$ cat src/rtl/turtle_io_port_pkg.sv
// turtle_io_port_pkg: shared constants for the turtle core I/O peripheral
package turtle_io_port_pkg;
    localparam int IO_DATA_W = 16;
    typedef enum logic [1:0] {RF_DIN_ALU, RF_DIN_MEM, RF_DIN_IMM, RF_DIN_IN} rf_din_sel_e;
endpackage

$ cat src/rtl/turtle_io_port_if.sv
// turtle_io_port_if: external TX/RX valid/ready streams of turtle_io_port
interface turtle_io_port_if
    import turtle_io_port_pkg::*;
#(
    parameter int DATA_W = IO_DATA_W
);
    logic              tx_valid;
    logic [DATA_W-1:0] tx_data;
    logic              tx_ready;
    logic              rx_valid;
    logic [DATA_W-1:0] rx_data;
    logic              rx_ready;
    modport master (input tx_valid, tx_data, rx_ready, output tx_ready, rx_valid, rx_data);
    modport slave (output tx_valid, tx_data, rx_ready, input tx_ready, rx_valid, rx_data);
endinterface

$ cat src/rtl/turtle_io_port_io_fifo.sv
// io_fifo: registered FIFO with wrapping pointers; caller guarantees legal push/pop
module io_fifo
    import turtle_io_port_pkg::*;
#(
    parameter int WIDTH = IO_DATA_W,
    parameter int DEPTH = 4
) (
    input  logic             clk,
    input  logic             rst_n,
    input  logic             push,
    input  logic [WIDTH-1:0] din,
    input  logic             pop,
    output logic             full,
    output logic             empty,
    output logic [WIDTH-1:0] head
);
    localparam int AW = $clog2(DEPTH);
    localparam int CW = AW + 1;
    logic [WIDTH-1:0] mem [DEPTH];
    logic [AW-1:0]    rd_ptr, wr_ptr;
    logic [CW-1:0]    count;
    assign full  = count == CW'(DEPTH);
    assign empty = count == '0;
    assign head  = mem[rd_ptr];
    // storage is write-only on push and holds no reset state
    always_ff @(posedge clk)
        if (push) mem[wr_ptr] <= din;
    // pointers wrap naturally; count moves by push minus pop
    always_ff @(posedge clk or negedge rst_n)
        if (!rst_n) begin
            rd_ptr <= '0;
            wr_ptr <= '0;
            count  <= '0;
        end else begin
            if (push) wr_ptr <= wr_ptr + 1'b1;
            if (pop) rd_ptr <= rd_ptr + 1'b1;
            count <= count + {{AW{1'b0}}, push} - {{AW{1'b0}}, pop};
        end
endmodule

$ cat src/rtl/turtle_io_port.sv
// turtle_io_port: OUT/IN peripheral with TX/RX FIFOs; TURTLE_IO_STATUS_EN enables sticky status flags
module turtle_io_port
    import turtle_io_port_pkg::*;
#(
    parameter int DATA_W   = IO_DATA_W,
    parameter int TX_DEPTH = 4,
    parameter int RX_DEPTH = 4
) (
    input  logic              clk,
    input  logic              rst_n,
    input  logic              cpu_out_valid,
    input  logic [DATA_W-1:0] cpu_out_data,
    input  logic              cpu_in_read,
    output logic [DATA_W-1:0] cpu_in_data,
    output logic              cpu_in_avail,
    input  logic              status_clr,
    output logic              tx_overflow,
    output logic              rx_underflow,
    turtle_io_port_if.slave   io
);
    logic              tx_full, tx_empty, rx_full, rx_empty;
    logic [DATA_W-1:0] tx_head, rx_head;
    logic              tx_push, tx_pop, tx_drop, rx_push, rx_pop, rx_under;
    assign tx_pop   = !tx_empty && io.tx_ready;
    assign tx_push  = cpu_out_valid && (!tx_full || tx_pop);
    assign tx_drop  = cpu_out_valid && !tx_push;
    assign rx_push  = io.rx_valid && !rx_full;
    assign rx_pop   = cpu_in_read && !rx_empty;
    assign rx_under = cpu_in_read && rx_empty;
    assign io.tx_valid   = !tx_empty;
    assign io.tx_data    = tx_head;
    assign io.rx_ready   = !rx_full;
    assign cpu_in_avail  = !rx_empty;
    assign cpu_in_data   = rx_empty ? '0 : rx_head;

    io_fifo #(.WIDTH(DATA_W), .DEPTH(TX_DEPTH)) u_tx (
        .clk(clk), .rst_n(rst_n), .push(tx_push), .din(cpu_out_data), .pop(tx_pop),
        .full(tx_full), .empty(tx_empty), .head(tx_head)
    );

    io_fifo #(.WIDTH(DATA_W), .DEPTH(RX_DEPTH)) u_rx (
        .clk(clk), .rst_n(rst_n), .push(rx_push), .din(io.rx_data), .pop(rx_pop),
        .full(rx_full), .empty(rx_empty), .head(rx_head)
    );

`ifdef TURTLE_IO_STATUS_EN
    // sticky flags: a new event in the same cycle beats a clear
    always_ff @(posedge clk or negedge rst_n)
        if (!rst_n) begin
            tx_overflow  <= 1'b0;
            rx_underflow <= 1'b0;
        end else begin
            tx_overflow  <= tx_drop | (tx_overflow & ~status_clr);
            rx_underflow <= rx_under | (rx_underflow & ~status_clr);
        end
`else
    logic unused_status;
    assign unused_status = ^{status_clr, tx_drop, rx_under};
    assign tx_overflow   = 1'b0;
    assign rx_underflow  = 1'b0;
`endif
endmodule

$ cat src/flat_wrapper.sv
// flat-port wrapper written by rule: the top's interface ports become plain ports
module turtle_io_port_flat import turtle_io_port_pkg::*;
#(
    parameter int DATA_W   = IO_DATA_W,
    parameter int TX_DEPTH = 4,
    parameter int RX_DEPTH = 4
)
  (clk, rst_n, cpu_out_valid, cpu_out_data, cpu_in_read, cpu_in_data, cpu_in_avail, status_clr, tx_overflow, rx_underflow, io_tx_valid, io_tx_data, io_rx_ready, io_tx_ready, io_rx_valid, io_rx_data);
  turtle_io_port_if #(.DATA_W(DATA_W)) io_i ();
  input  logic clk;
  input  logic rst_n;
  input  logic cpu_out_valid;
  input  logic [DATA_W-1:0] cpu_out_data;
  input  logic cpu_in_read;
  output logic [DATA_W-1:0] cpu_in_data;
  output logic cpu_in_avail;
  input  logic status_clr;
  output logic tx_overflow;
  output logic rx_underflow;
  output wire logic [$bits(io_i.tx_valid)-1:0] io_tx_valid;
  output wire logic [$bits(io_i.tx_data)-1:0] io_tx_data;
  output wire logic [$bits(io_i.rx_ready)-1:0] io_rx_ready;
  input wire logic [$bits(io_i.tx_ready)-1:0] io_tx_ready;
  input wire logic [$bits(io_i.rx_valid)-1:0] io_rx_valid;
  input wire logic [$bits(io_i.rx_data)-1:0] io_rx_data;
  assign io_tx_valid = io_i.tx_valid;
  assign io_tx_data = io_i.tx_data;
  assign io_rx_ready = io_i.rx_ready;
  assign io_i.tx_ready = io_tx_ready;
  assign io_i.rx_valid = io_rx_valid;
  assign io_i.rx_data = io_rx_data;
  turtle_io_port #(.DATA_W(DATA_W), .TX_DEPTH(TX_DEPTH), .RX_DEPTH(RX_DEPTH)) u_core (.clk(clk), .rst_n(rst_n), .cpu_out_valid(cpu_out_valid), .cpu_out_data(cpu_out_data), .cpu_in_read(cpu_in_read), .cpu_in_data(cpu_in_data), .cpu_in_avail(cpu_in_avail), .status_clr(status_clr), .tx_overflow(tx_overflow), .rx_underflow(rx_underflow), .io(io_i));
endmodule
$ cat config.mk
export PLATFORM = sky130hd
export DESIGN_NAME = turtle_io_port_flat
export DESIGN_NICKNAME = d
export VERILOG_FILES = /design/src/rtl/turtle_io_port_pkg.sv /design/src/rtl/turtle_io_port_if.sv /design/src/rtl/turtle_io_port_io_fifo.sv /design/src/rtl/turtle_io_port.sv /design/src/flat_wrapper.sv
export SDC_FILE = /design/constraint.sdc
export NUM_CORES = 1
export LEC_CHECK = 0
export ABC_AREA = 1
export BUFFER_PORTS_ARGS = -buffer_cell sky130_fd_sc_hd__buf_2
export CAP_MARGIN = 0
export CORE_MARGIN = 5
export CORE_UTILIZATION = 45
export DETAILED_ROUTE_END_ITERATION = 10
export GPL_TIMING_DRIVEN = 0
export PLACE_DENSITY_LB_ADDON = 0.12
export SYNTH_ARGS = -nofsm -noshare
export SYNTH_HDL_FRONTEND = slang
export SYNTH_HIERARCHICAL = 1
export SYNTH_SLANG_ARGS = --single-unit
$ cat constraint.sdc
create_clock -name clk -period 4.3 [get_ports clk]
set_clock_uncertainty 0.05 [all_clocks]
set_input_delay 0.215 -clock clk [delete_from_list [all_inputs] [get_ports clk]]
set_output_delay 0.215 -clock clk [all_outputs]
set_load 0.02 [all_outputs]
# Word level (Yosys, flattened, before mapping)
# Memories as Yosys holds them, arrays and structs flattened.
# Index checks and enable logic that the tools add are counted.
op_classes:
  n_eq_ne: 2
  add_sub_neg: 8
  reduce_logical: 11
  mux: 5
op_table:
  columns: ["op", "count"]
  rows:
  - ["16-bit 2-to-1 mux", 1]
  - ["2-bit by 1-bit adder with 2-bit output, second input constant", 4]
  - ["3-bit by 1-bit adder with 3-bit output", 2]
  - ["3-bit equality test, second input constant", 2]
  - ["3-bit logical NOT", 2]
  - ["3-bit by 1-bit subtractor with 3-bit output", 2]
  - ["1-bit logical AND", 4]
  - ["1-bit logical NOT", 4]
  - ["1-bit 2-to-1 mux", 4]
  - ["1-bit logical OR", 1]
totals:
  regBits: 14
  mem_count: 2
  wordCells: 34
  out_inout_bits: 37
  ramBits: 128
memory_table:
  columns: ["memory", "depth", "word_bits", "rd", "rd_clocked_by_memory_dff", "wr", "line_no", "source"]
  rows:
  - ["u_core.u_rx.mem", 4, 16, 1, 0, 1, "turtle_io_port_io_fifo.sv:19", "logic [WIDTH-1:0] mem [DEPTH];"]
  - ["u_core.u_tx.mem", 4, 16, 1, 0, 1, "turtle_io_port_io_fifo.sv:19", null]

# Logic depth before layout (Yosys ltp)
depth:
  word_depth: 7
  mapped_depth: 13
  mapped_depth_nobuf: 13

# Hierarchy
# The synthesis kept the hierarchy.
by_module_without_submodules:
  columns: ["mod", "cells_each", "n_inst", "area_each_um2", "seq_area_each_um2"]
  rows:
  - ["io_fifo at u_core.u_tx", 297, 1, 3135.5, 2097.0]
  - ["io_fifo at u_core.u_rx", 297, 1, 3134.3, 2097.0]
  - ["turtle_io_port", 48, 1, 207.7, 0.0]

# Worst setup path after synthesis
# No wires, ideal clock.
synth_path:
  path_type: "register -> register"
  startpoint: "register u_core.u_tx.count[1]"
  endpoint: "register u_core.u_tx.count[2]"
  slack_ns: 2.218
  setup_time_ns: 0.117
  n_path_buf: 0
  stages_incl_launch_ff: 13
  synth_period_minus_slack_ns: 2.082
  arrival_ns: 1.916
  required_ns: 4.133
  path_cell_list: "dfrtp_1 nor3_1 inv_1 nand2_1 inv_1 ha_1 inv_1 ha_1 fa_1 inv_1 nand2_1 nand3_1 nand2_1"
synth_via:
  elab_chain_len: 7
  elab_cells_between_ends: 9
  classes_between: "add/sub: 2; eq/ne: 1; reduce/logical: 6"
synth_rtl:
  columns: ["item", "line_no", "source"]
  rows:
  - ["start, declared", "turtle_io_port_io_fifo.sv:21", "logic [CW-1:0] count;"]
  - ["start signal, assigned", "turtle_io_port_io_fifo.sv:37", "count <= count + {{AW{1'b0}}, push} - {{AW{1'b0}}, pop};"]
  - ["3-bit logical NOT (*)", "turtle_io_port_io_fifo.sv:23", "assign empty = count == '0;"]
  - ["via u_core.tx_empty", "turtle_io_port.sv:21", "logic tx_full, tx_empty, rx_full, rx_empty;"]
  - ["1-bit logical NOT (*)", null, null]
  - ["via io_tx_valid", "flat_wrapper.sv:20", "output wire logic [$bits(io_i.tx_valid)-1:0] io_tx_valid;"]
  - ["1-bit logical AND (*)", "turtle_io_port.sv:24", "assign tx_pop = !tx_empty && io.tx_ready;"]
  - ["via u_core.tx_pop", "turtle_io_port.sv:23", "logic tx_push, tx_pop, tx_drop, rx_push, rx_pop, rx_under;"]
  - ["1-bit logical OR", "turtle_io_port.sv:25", "assign tx_push = cpu_out_valid && (!tx_full || tx_pop);"]
  - ["1-bit logical AND", "turtle_io_port.sv:25", null]
  - ["3-bit by 1-bit adder with 3-bit output", "turtle_io_port_io_fifo.sv:37", null]
  - ["3-bit by 1-bit subtractor with 3-bit output (*)", "turtle_io_port_io_fifo.sv:37", null]
# Mark *: on every way through the listed nets, which the timed path passes. The rest lies on a longest branch.
# A chain may end at the register's enable or synchronous reset.

# Final worst setup path
layout_path:
  startpoint: "register u_core.u_tx.count[1]"
  endpoint: "register u_core.u_tx.count[2]"
layout_via:
  elab_chain_len: 7
  elab_cells_between_ends: 9
  classes_between: "add/sub: 2; eq/ne: 1; reduce/logical: 6"
layout_rtl:
  columns: ["item", "line_no"]
  rows:
  - ["3-bit logical NOT (*)", "turtle_io_port_io_fifo.sv:23"]
  - ["via u_core.tx_empty", "turtle_io_port.sv:21"]
  - ["1-bit logical NOT (*)", "turtle_io_port.sv:24"]
  - ["1-bit logical AND (*)", "turtle_io_port.sv:24"]
  - ["via u_core.tx_pop", "turtle_io_port.sv:23"]
  - ["1-bit logical OR", "turtle_io_port.sv:25"]
  - ["1-bit logical AND", "turtle_io_port.sv:25"]
  - ["3-bit by 1-bit adder with 3-bit output", "turtle_io_port_io_fifo.sv:37"]
  - ["3-bit by 1-bit subtractor with 3-bit output (*)", "turtle_io_port_io_fifo.sv:37"]
# Marks and branches as above.

==> flow_summary.toml <==
[worst_hold_path]
hp-class = "in -> reg"
min_delay_path_depth = 4
min_from = "cpu_in_read"
hold_end = "u_core/u_rx/rd_ptr[0]$_DFFE_PN0P_"

[worst_setup_path]
critPathKind = "reg -> reg"
cp.required_ns = 4.55
end_kind = "flop"
arrival_ns = 2.43
r2r_start = "u_core/u_tx/count[1]$_DFF_PN0_"
crit_path_frequent_cell = "nand2_1"
slowest_stage = "dfrtp_1"
worstPathCellList = "nor3_1 > inv_1 > nand2_1 > inv_1 > ha_1 > inv_1 > ha_1 > fa_1 > nand2_1 > nand2_1 > nand2_1 > nand2_1"
timing.rr.end = "u_core/u_tx/count[2]$_DFF_PN0_"
rrSetupSlack_ns = 2.12
r2r_cells = 12
start_kind = "flop"
cp_max_fo = 4
cpPeakStageDelay_ns = 0.41

[finish]
final_nets = 820
drive_gt1_frac = 0.169
diodes = 0
syn2layout_area_growth_pct = 23.8

[die]
core-area_um2 = 14000
pin_count = 76
die_area_um2 = 16900
start_util = 0.463
die_h_um = 130
core.rowCount = 43
die_x_um = 130

[global_routing]
grt_first_pass_wirelength_mm = 21.2
grt_use_total = 0.167
antenna_found_initial = 0
grt_pass1_vias = 4346
grt_overflow_total = 0
grt_start_max_net_pins = 17

[clock_tree]
htreeDepth = 4
cts_post_setup_buffers_inserted = 0
clockRootBuffer = "clkbuf_16"
worstSkewPairLatency_ns = 0.41
cts.sinks = 142
cts_buffer_depth = 2
cts_buffers = 17
path_clk_slew_ns = 0.06
cts_tree = "done"

[power_and_ir_drop]
powerDensity_nw_per_um2 = 720
peakVddDrop_uv = 355
power_leakage_nw = 3.94

[status]
status = "completed"

[synth]
ys_seq_area_frac = 0.647
synth_warnings = 6
synth_area_um2 = 6480
syn_inst = 642
syn_avg_cell_area_um2 = 10.1
ys_seq_elements = 142
synth.distinct_cells = 20

[timing]
fmax_ghz = 0.459
final_hold_viol_count = 0
finalCriticalPeriod_ns = 2.18
maxSlewHeadroom = 0.474
min_period_over_period = 0.507
setup_viol_count_final = 0
tightest_slew_ns = 0.788
finalSetupTns_ns = 0
slew_viol_final = 0
whs_ns = 0.147
rsz0062_at_grt = "no"

[drt]
vias = 4266
ant_nets = 0
drtIter0Drc = 245
routed_wl_mm = 13.1
wire_per_inst_um = 13.7
dr.pass1.iters = 4
vias_per_cell = 4.44
drc = 0

[placement]
place.detailed.hpwl_mm = 8.47
port-buffer-count = 72
gp_congestion = 0.750

[job]
max_cap_violations = 0
-- layer usage --
layer  wire length (µm)  global-route usage
met2               6610               0.296
met5                  0                   0
met1               5710               0.197
met3                628              0.0446
met4                182              0.0550
-- flip-flops by register name, summed over array words and instances (netlist names) --
register            cells
u_core/u_tx/count       3
u_core/u_tx/mem        64
u_core/u_rx/rd_ptr      2
u_core/u_tx/rd_ptr      2
u_core/u_rx/mem        64
u_core/u_tx/wr_ptr      2
u_core/u_rx/count       3
u_core/u_rx/wr_ptr      2
-- worst max-delay path: cells and delay by family, from the launching register on --
family	cells	cell delay (ns)
buffers and inverters	3	0.21
adders and majority gates	3	0.85
and+or+nand+nor	6	0.57
DFF	1	0.41
-- kinds of logic after synthesis --
logic type | after synthesis | share of synthesized area
other cells | 1 | 0.000579
buf+inv | 205 | 0.142
simple gates | 271 | 0.170
compound gates | 3 | 0.00232
fa+ha+maj | 14 | 0.0294
xor+xnor | 6 | 0.00811
flops | 142 | 0.647
-- power by group --
part	internal [W]	switching, W	total (W)
Sequential	0.00185	0.0000969	0.00194
Clock	0.000971	0.000552	0.00152
Combinational	0.000779	0.00153	0.00230
Total	0.00360	0.00217	0.00577
-- per-stage QoR --
step	util	total power (W)	worst slack, ns	cells	area (µm²)
6_report	0.573	0.00577	2.12	960	8020
5_1_grt	0.573	0.00618	1.91	960	8020
4_1_cts	0.573	0.00585	2.11	960	8020
3_5_place_dp	0.505	0.00430	2.13	895	7070
3_3_place_gp	0.505	0.00423	2.21	895	7070
2_1_floorplan	-	0.00356	2.22	643	6480
-- synth_stat cells (all sizes together) --
library cell,instances,area share
clkbuf,2,0.0015
nor3,3,0.0023
fa,2,0.0062
ha,12,0.023
nor2,19,0.011
dfrtp,14,0.054
inv,179,0.10
edfxtp,128,0.59
buf,24,0.036
nand3,66,0.051
xor2,6,0.0081
o21ai,2,0.0015
conb,1,0.00058
a21oi,1,0.00077
nand2,183,0.11
-- layout make-up --
cell class                      instances  area, µm²
Timing Repair Buffer                  105        691
Sequential cell                       142       4190
Inverter                              179        677
Multi-Input combinational cell        296       1370
Clock buffer                           18        429
Tap cell                              180        225
Clock inverter                         14        190
Fill cell                            1202       5970
Buffer                                 26        241
-- cells in the final DEF (no fill, tap or decap), drive strengths merged, types with 12 or more instances in the layout --
cell and count:
nor2 19, clkbuf 20, dfrtp 14, inv 182, nand3 66, nand2 183
buf 96, edfxtp 128, ha 12, dlygate4sd3 33
-- worst max path at each step --
stage	from	to	slack [ns]
2_1_floorplan	u_core/u_tx/count[1]$_DFF_PN0_	u_core/u_tx/count[2]$_DFF_PN0_	2.22
3_3_place_gp	u_core/u_tx/count[1]$_DFF_PN0_	u_core/u_tx/count[2]$_DFF_PN0_	2.21
3_5_place_dp	u_core/u_tx/count[1]$_DFF_PN0_	u_core/u_tx/count[2]$_DFF_PN0_	2.13
4_1_cts	u_core/u_tx/count[1]$_DFF_PN0_	u_core/u_tx/count[2]$_DFF_PN0_	2.11
5_1_grt	u_core/u_tx/count[1]$_DFF_PN0_	u_core/u_tx/count[2]$_DFF_PN0_	1.91
6_report	u_core/u_tx/count[1]$_DFF_PN0_	u_core/u_tx/count[2]$_DFF_PN0_	2.12
-- what timing repair did --
action                     CTS  global route
hold buffers                33             0
hold endpoints to repair   142             0
setup endpoints to repair    0             0
gates resized for setup      0             0
No activity file was read; power rests on OpenSTA's default activity.
